### src/rtl/systolic_matmul_nxn_pkg.sv
// sa_pkg: shared types and helpers for the systolic matrix multiplier.
//   sa_state_e  : control FSM states (IDLE, FEED, DRAIN)
//   DRAIN_LEN   : number of flush edges after the last feed edge
//   feed_len(n) : number of feed edges for an n x n array (3n-2)
//   cnt_w(n)    : width of the feed/drain counter (clog2(3n))
//   idx(i,j,n)  : row-major element index i*n+j
package sa_pkg;

  typedef enum logic [1:0] {
    IDLE  = 2'd0,
    FEED  = 2'd1,
    DRAIN = 2'd2
  } sa_state_e;

  localparam int DRAIN_LEN = 2;

  function automatic int feed_len(input int n);
    return 3 * n - 2;
  endfunction

  function automatic int cnt_w(input int n);
    return $clog2(3 * n);
  endfunction

  function automatic int idx(input int i, input int j, input int n);
    return i * n + j;
  endfunction

endpackage

### src/rtl/systolic_matmul_nxn_mac.sv
// sa_mac_cell: one processing element of the output-stationary array.
// Every edge: acc += i_a * i_b (mod 2^ACC_W), operands forwarded right/down.
// Optional macro SYSTOLIC_SIGNED_EN: operands are two's complement and the
// product is sign-extended before accumulation; otherwise zero-extended.
// Ports:
//   clk, rst_n : clock, asynchronous active-low reset
//   i_clr      : synchronous clear of the accumulator (wins over accumulate)
//   i_a, i_b   : operand from the left / from above
//   o_a, o_b   : registered operand to the right / below
//   o_acc      : accumulator value
module sa_mac_cell
  import sa_pkg::*;
#(
  parameter int DATA_W = 8,
  parameter int ACC_W  = 18
) (
  input  logic              clk,
  input  logic              rst_n,
  input  logic              i_clr,
  input  logic [DATA_W-1:0] i_a,
  input  logic [DATA_W-1:0] i_b,
  output logic [DATA_W-1:0] o_a,
  output logic [DATA_W-1:0] o_b,
  output logic [ACC_W-1:0]  o_acc
);

  localparam int PW = 2 * DATA_W;

  logic [PW-1:0]     w_a_ext;
  logic [PW-1:0]     w_b_ext;
  logic [PW-1:0]     w_prod;
  logic [ACC_W-1:0]  w_prod_ext;
  logic [DATA_W-1:0] r_a;
  logic [DATA_W-1:0] r_b;
  logic [ACC_W-1:0]  r_acc;

`ifdef SYSTOLIC_SIGNED_EN
  // Low PW bits of the product of sign-extended operands equal the signed product.
  assign w_a_ext    = {{DATA_W{i_a[DATA_W-1]}}, i_a};
  assign w_b_ext    = {{DATA_W{i_b[DATA_W-1]}}, i_b};
  assign w_prod     = w_a_ext * w_b_ext;
  assign w_prod_ext = {{(ACC_W-PW){w_prod[PW-1]}}, w_prod};
`else
  assign w_a_ext    = {{DATA_W{1'b0}}, i_a};
  assign w_b_ext    = {{DATA_W{1'b0}}, i_b};
  assign w_prod     = w_a_ext * w_b_ext;
  assign w_prod_ext = {{(ACC_W-PW){1'b0}}, w_prod};
`endif

  always_ff @(posedge clk or negedge rst_n) begin
    if (!rst_n) begin
      r_a   <= '0;
      r_b   <= '0;
      r_acc <= '0;
    end else begin
      r_a <= i_a;
      r_b <= i_b;
      if (i_clr) r_acc <= '0;
      else       r_acc <= r_acc + w_prod_ext;
    end
  end

  assign o_a   = r_a;
  assign o_b   = r_b;
  assign o_acc = r_acc;

endmodule

### src/rtl/systolic_matmul_nxn.sv
// systolic_matmul_nxn: N x N output-stationary systolic multiplier, C = A x B
// or C += A x B. Operands are captured on accept and skewed into the array
// internally; result is published to c_flat with a one-cycle done pulse.
// Optional macro SYSTOLIC_SIGNED_EN selects two's complement arithmetic.
// Ports:
//   clk, rst_n     : clock, asynchronous active-low reset
//   start          : request, accepted only while busy=0
//   acc_mode       : sampled with start; 1 = accumulate, 0 = clear first
//   a_flat, b_flat : row-major operands, element (i,j) at (i*N+j)*DATA_W
//   busy           : high from the accepting edge until done
//   done           : one-cycle pulse when c_flat is updated
//   c_flat         : row-major result, element (i,j) at (i*N+j)*ACC_W
module systolic_matmul_nxn
  import sa_pkg::*;
#(
  parameter int N      = 3,
  parameter int DATA_W = 8,
  parameter int ACC_W  = 18
) (
  input  logic                    clk,
  input  logic                    rst_n,
  input  logic                    start,
  input  logic                    acc_mode,
  input  logic [N*N*DATA_W-1:0]   a_flat,
  input  logic [N*N*DATA_W-1:0]   b_flat,
  output logic                    busy,
  output logic                    done,
  output logic [N*N*ACC_W-1:0]    c_flat
);

  localparam int FEED_LEN = feed_len(N);
  localparam int CNT_W    = cnt_w(N);

  sa_state_e            r_state;
  sa_state_e            w_state_next;
  logic [CNT_W-1:0]     r_cnt;
  logic                 w_accept;
  logic                 w_clr;
  logic                 w_feed;
  logic                 w_feed_last;
  logic                 w_drain_last;
  logic                 r_done;
  logic [N*N*ACC_W-1:0] r_c;
  logic [N*N*ACC_W-1:0] w_acc_flat;

  logic [DATA_W-1:0] r_a   [N][N];
  logic [DATA_W-1:0] r_b   [N][N];
  logic [DATA_W-1:0] w_left[N];
  logic [DATA_W-1:0] w_top [N];
  logic [DATA_W-1:0] w_a_o [N][N];
  logic [DATA_W-1:0] w_b_o [N][N];
  logic [ACC_W-1:0]  w_acc [N][N];

  // State register
  always_ff @(posedge clk or negedge rst_n) begin
    if (!rst_n) r_state <= IDLE;
    else        r_state <= w_state_next;
  end

  // Next-state logic
  always_comb begin
    w_state_next = r_state;
    case (r_state)
      IDLE:    if (start)        w_state_next = FEED;
      FEED:    if (w_feed_last)  w_state_next = DRAIN;
      DRAIN:   if (w_drain_last) w_state_next = IDLE;
      default: w_state_next = IDLE;
    endcase
  end

  // Output / control decode
  always_comb begin
    w_accept     = (r_state == IDLE) && start;
    w_clr        = w_accept && !acc_mode;
    w_feed       = (r_state == FEED);
    w_feed_last  = w_feed && (r_cnt == CNT_W'(FEED_LEN - 1));
    w_drain_last = (r_state == DRAIN) && (r_cnt == CNT_W'(DRAIN_LEN - 1));
  end

  // Shared counter: feed time t in FEED, flush step in DRAIN
  always_ff @(posedge clk or negedge rst_n) begin
    if (!rst_n)                                  r_cnt <= '0;
    else if (w_accept || w_feed_last || w_drain_last) r_cnt <= '0;
    else if (r_state != IDLE)                    r_cnt <= r_cnt + CNT_W'(1);
  end

  // Operand capture on accept
  always_ff @(posedge clk or negedge rst_n) begin
    if (!rst_n) begin
      for (int i = 0; i < N; i++)
        for (int j = 0; j < N; j++) begin
          r_a[i][j] <= '0;
          r_b[i][j] <= '0;
        end
    end else if (w_accept) begin
      for (int i = 0; i < N; i++)
        for (int j = 0; j < N; j++) begin
          r_a[i][j] <= a_flat[idx(i, j, N)*DATA_W +: DATA_W];
          r_b[i][j] <= b_flat[idx(i, j, N)*DATA_W +: DATA_W];
        end
    end
  end

  // Skew: row i sees A[i][t-i], column j sees B[t-j][j]; zero outside window
  always_comb begin
    for (int i = 0; i < N; i++) begin
      w_left[i] = '0;
      w_top[i]  = '0;
    end
    if (w_feed) begin
      for (int i = 0; i < N; i++)
        for (int k = 0; k < N; k++)
          if (r_cnt == CNT_W'(i + k)) begin
            w_left[i] = r_a[i][k];
            w_top[i]  = r_b[k][i];
          end
    end
  end

  // Result register and done pulse
  always_ff @(posedge clk or negedge rst_n) begin
    if (!rst_n) begin
      r_done <= 1'b0;
      r_c    <= '0;
    end else begin
      r_done <= w_drain_last;
      if (w_drain_last) r_c <= w_acc_flat;
    end
  end

  // PE grid
  for (genvar gi = 0; gi < N; gi++) begin : g_row
    for (genvar gj = 0; gj < N; gj++) begin : g_col
      logic [DATA_W-1:0] w_a_in;
      logic [DATA_W-1:0] w_b_in;

      if (gj == 0) begin : g_a_edge
        assign w_a_in = w_left[gi];
      end else begin : g_a_int
        assign w_a_in = w_a_o[gi][gj-1];
      end

      if (gi == 0) begin : g_b_edge
        assign w_b_in = w_top[gj];
      end else begin : g_b_int
        assign w_b_in = w_b_o[gi-1][gj];
      end

      sa_mac_cell #(
        .DATA_W (DATA_W),
        .ACC_W  (ACC_W)
      ) u_pe (
        .clk   (clk),
        .rst_n (rst_n),
        .i_clr (w_clr),
        .i_a   (w_a_in),
        .i_b   (w_b_in),
        .o_a   (w_a_o[gi][gj]),
        .o_b   (w_b_o[gi][gj]),
        .o_acc (w_acc[gi][gj])
      );

      assign w_acc_flat[idx(gi, gj, N)*ACC_W +: ACC_W] = w_acc[gi][gj];
    end
  end

  assign busy   = (r_state != IDLE);
  assign done   = r_done;
  assign c_flat = r_c;

endmodule

### config.mk
export PLATFORM = sky130hd
export DESIGN_NAME = systolic_matmul_nxn
export DESIGN_NICKNAME = d
export VERILOG_FILES = /design/src/rtl/systolic_matmul_nxn_pkg.sv /design/src/rtl/systolic_matmul_nxn_mac.sv /design/src/rtl/systolic_matmul_nxn.sv
export SDC_FILE = /design/constraint.sdc
export NUM_CORES = 2
export LEC_CHECK = 0
export CORE_MARGIN = 3
export CORE_UTILIZATION = 35
export DETAILED_ROUTE_END_ITERATION = 8
export DONT_BUFFER_PORTS = 1
export GPL_ROUTABILITY_DRIVEN = 0
export SETUP_SLACK_MARGIN = 0.5
export SLEW_MARGIN = 20
export SYNTH_ARGS = -nofsm -noshare
export SYNTH_HDL_FRONTEND = slang
export SYNTH_SLANG_ARGS = --single-unit
### constraint.sdc
create_clock -name clk -period 6.1 [get_ports clk]
set_input_delay 0 -clock clk [delete_from_list [all_inputs] [get_ports clk]]
set_output_delay 0 -clock clk [all_outputs]
set_load 0.02 [all_outputs]
==> results.md <==
* Worst Reg2Reg Path Length in Cells at 22
* Total congestion overflow at 0
* Pwr Density at 438 nW/um2
* Die W at 358 um
* Final antenna-violating net count at 0
* First-pass GRT wire length at 191000 um
* Max Buffers Root-to-Sink at 3
* CP Class: flop to flop
* CTS clk-pin slew, worst paths at 0.06 ns
* Synth area leader: dfrtp_1
* Sw Ratio at 44.7%
* Synthesized Nets at 5733
* Placed cell areas at 45600 um2
* Post-synth top flop: dfrtp_1
* Status: complete, but fails checks
* Commonest non-fill, non-tap cell in the layout: nand2_1
* Sequential cell area fraction in the yosys report at 32.9%
* Worst Setup Slack post-DPL at 0.128 ns
* Delay-heaviest family, CP: adder cells
* Fin. Hold Viols at 571
* Routed vias/inst at 4.84
* Most used cell, CP: fa_1
* Min-delay worst type: input port to async pin
* Max-cap violations at 0
* Critical Path Fanout Max at 18
* Num Clock Sinks at 571
* Wire length per cell at 18.1 um
* Fraction of registers with async set or reset after synthesis at 100%
* Ys Warns at 0
* Crit end category: flop
* Unique cell type count in the Yosys netlist at 67
* Vias in the first global route at 33784
* Final wirelength at 123000 um
* CP Cell Sequence: buf_4, ha_4, buf_12, clkbuf_16, o21ai_1, buf_4, and2_4, nand2_1, fa_1, inv_1, fa_1, inv_1, fa_1, fa_1, inv_1, ha_4, o21a_1, o31a_1, o41a_1, a41oi_1, xor2_1, nor2_1
* Lkg Pwr at 0.0268 uW
* Starting DRT DRC Count at 2155
* Placed Cells at 6334
* RSZ-0062 raised after global routing: true
* CTS tree: done
* Post-synth EDFFs at 0
* Power Internal at 12600 uW
* Fin Clk Skew at 0.0260 ns
* Largest cells by area after synthesis: dfrtp_1 33%, fa_1 21%, ha_1 10%
* GRT Util Overall at 19.0%
* Fin cells at 6788
* Psw at 10200 uW
* Sequential Power Share at 29.8%
* Hold WS at -0.868 ns
* Crit share post-route at 90.8%
* Yosys reg bits at 571
* Hpwl dp at 87800 um
* Nets@finish at 6069
* Initial core utilization at 35.5%
* Area delta synth->final at 19.7%
* Total power at 22800 uW
* H-tree Lvls at 3
* Port bufs at 0
* Stages on worst setup path at 22
* Largest net degree at the start of global routing at 572
* R2R setup slack at 0.56 ns
* Max-slew violations at 262
* Rows at 128
* Layout cells sized above 1 at 8.95%
* Worst reg2reg path endpoint: g_row[0].g_col[1].u_pe.o_acc[15]
* Worst EP arrival at 6.02 ns
* # setup viols final at 0
* Die area at 129000 um2
* Syn avg cell area at 9.11 um2
* Commonest non-fill, non-tap cells in the layout: 1108 x nand2_1, 814 x inv_1, 568 x dfrtp_1
* Hold buffers post-CTS at 235
* TNS Setup at 0 ns
* Logic gate share of total power at 51.0%
* DR DRC count at 0
* Ports at 312
* Power share of the clock group at 19.2%
* Clk_lat worst skew at 0.64 ns
* Via count at 32885
* VDD IR max at 0.352 mV
* Rel. slew slack at -67.1%
* Final Critical Period at 5.54 ns
* Drt pass-1 iters at 5
* Yosys top cell area share at 32.9%
* Worst reg2reg startpoint: r_cnt[0]
* Antenna violations before repair at 7
* Crit start category: flop
* Cell count after synthesis at 4771
* Netlist Area Pre-Place at 43500 um2
* Worst path slowest cell: fa_1
* Number of diodes at 0
* Failing checks: negative hold slack, max-slew violations
* Slew @ Worst Pin at 2.51 ns
* Worst Path Buf+Inv at 7
* CP Data Required Time at 6.58 ns
* Root Driver: clkbuf_16
* Max Fclk at 181 MHz
* CORE AREA at 123000 um2
* CP max stage delay at 0.52 ns
* Die Ht at 358 um
* Final worst setup slack at 0.560 ns
* Finished Cell Area at 52000 um2
* Total CTS buffers at 73
-- worst register-to-register path, cell delays in order (launching register included) --
cell	delay (ns)
dfrtp_2	0.46
buf_4	0.17
ha_4	0.20
buf_12	0.14
clkbuf_16	0.17
o21ai_1	0.17
buf_4	0.20
and2_4	0.18
nand2_1	0.08
fa_1	0.52
inv_1	0.05
fa_1	0.49
inv_1	0.05
fa_1	0.48
fa_1	0.51
inv_1	0.07
ha_4	0.22
o21a_1	0.18
o31a_1	0.12
o41a_1	0.42
a41oi_1	0.28
xor2_1	0.17
nor2_1	0.06
-- worst max-delay path by stage --
stage | from | end | slack (ns)
global placement | r_cnt[0] | g_row[2].g_col[0].u_pe.o_acc[16] | 0.25
floorplan | r_cnt[0] | g_row[1].g_col[0].u_pe.o_acc[17] | 0.75
finish | r_cnt[0] | g_row[0].g_col[1].u_pe.o_acc[15] | 0.56
global route | r_cnt[1] | g_row[0].g_col[1].u_pe.o_acc[17] | 0.41
detailed placement | r_cnt[0] | g_row[0].g_col[0].u_pe.o_acc[17] | 0.13
CTS | r_cnt[0] | g_row[2].g_col[0].u_pe.o_acc[16] | 0.46
-- flip-flops by register name (all words and copies together), names as in the netlist --
signal / flops
c_flat: 162
g_row.g_col.u_pe.o_a: 48
r_b: 72
g_row.g_col.u_pe.o_b: 48
r_cnt: 4
r_state: 2
done: 1
g_row.g_col.u_pe.o_acc: 162
r_a: 72
-- what timing repair did --
action	in CTS	in global routing
setup buffers	8	73
resized for setup	19	193
hold endpoints to repair	758	571
pin swaps	3	95
setup endpoints to repair	32	48
cloned	1	6
-- Yosys cell counts, drive strengths merged, types with 14 or more instances --
master  instances
nand2        1115
inv           831
dfrtp         571
fa            450
ha            364
and2          258
nor2          226
o21ai         183
a21oi         121
clkbuf         94
and3           93
xnor2          59
buf            51
nand3          46
nor3           36
a211oi         30
xor2           30
a21o           23
nand2b         22
nor2b          17
o31ai          17
o21a           14
-- area by class of cell --
type	count	area [um2]
clock buffers	109	2170
clock inverters	22	229
fillers	11795	70500
inverters	832	3130
multi-input cells	3223	26300
flip-flops and latches	571	14300
well taps	1625	2030
repair buffers	406	3910
-- through the flow --
step	hold WS (ns)	util [%]
finish	-0.868	42.5
global route	-0.923	42.5
CTS	-0.922	41.3
detailed placement	-0.239	37.2
global placement	-0.236	37.2
floorplan	-0.296	-
-- power groups by stage --
stage / logic (uW) / clock network [uW] / registers (uW)
2_1_floorplan: 7400 / 0 / 6030
3_3_place_gp: 9750 / 0 / 6850
3_5_place_dp: 9990 / 0 / 6850
4_1_cts: 10400 / 4510 / 6800
5_1_grt: 13300 / 4660 / 6980
6_report: 11600 / 4370 / 6800
-- per-layer routing --
layer  wire length (um)  up-vias  global-route usage, %
met5                  0        -                      0
met4               2470        0                   4.40
met3               7810      165                   3.62
met2              59200      906                   31.8
met1              53300    16398                   25.5
li1                   -    15416                      -
-- cell families after synthesis --
kind of cell / Yosys count / share of synthesized area [%]
xor gates and xnor gates: 89 / 1.79
muxes: 10 / 0.230
buffers and inverters: 977 / 8.56
DFF: 571 / 32.9
AOI/OAI and AO/OA: 470 / 6.68
and+or+nand+nor: 1840 / 18.7
adders and majority gates: 814 / 31.2
Note: power is estimated with default switching activity, not from simulation.
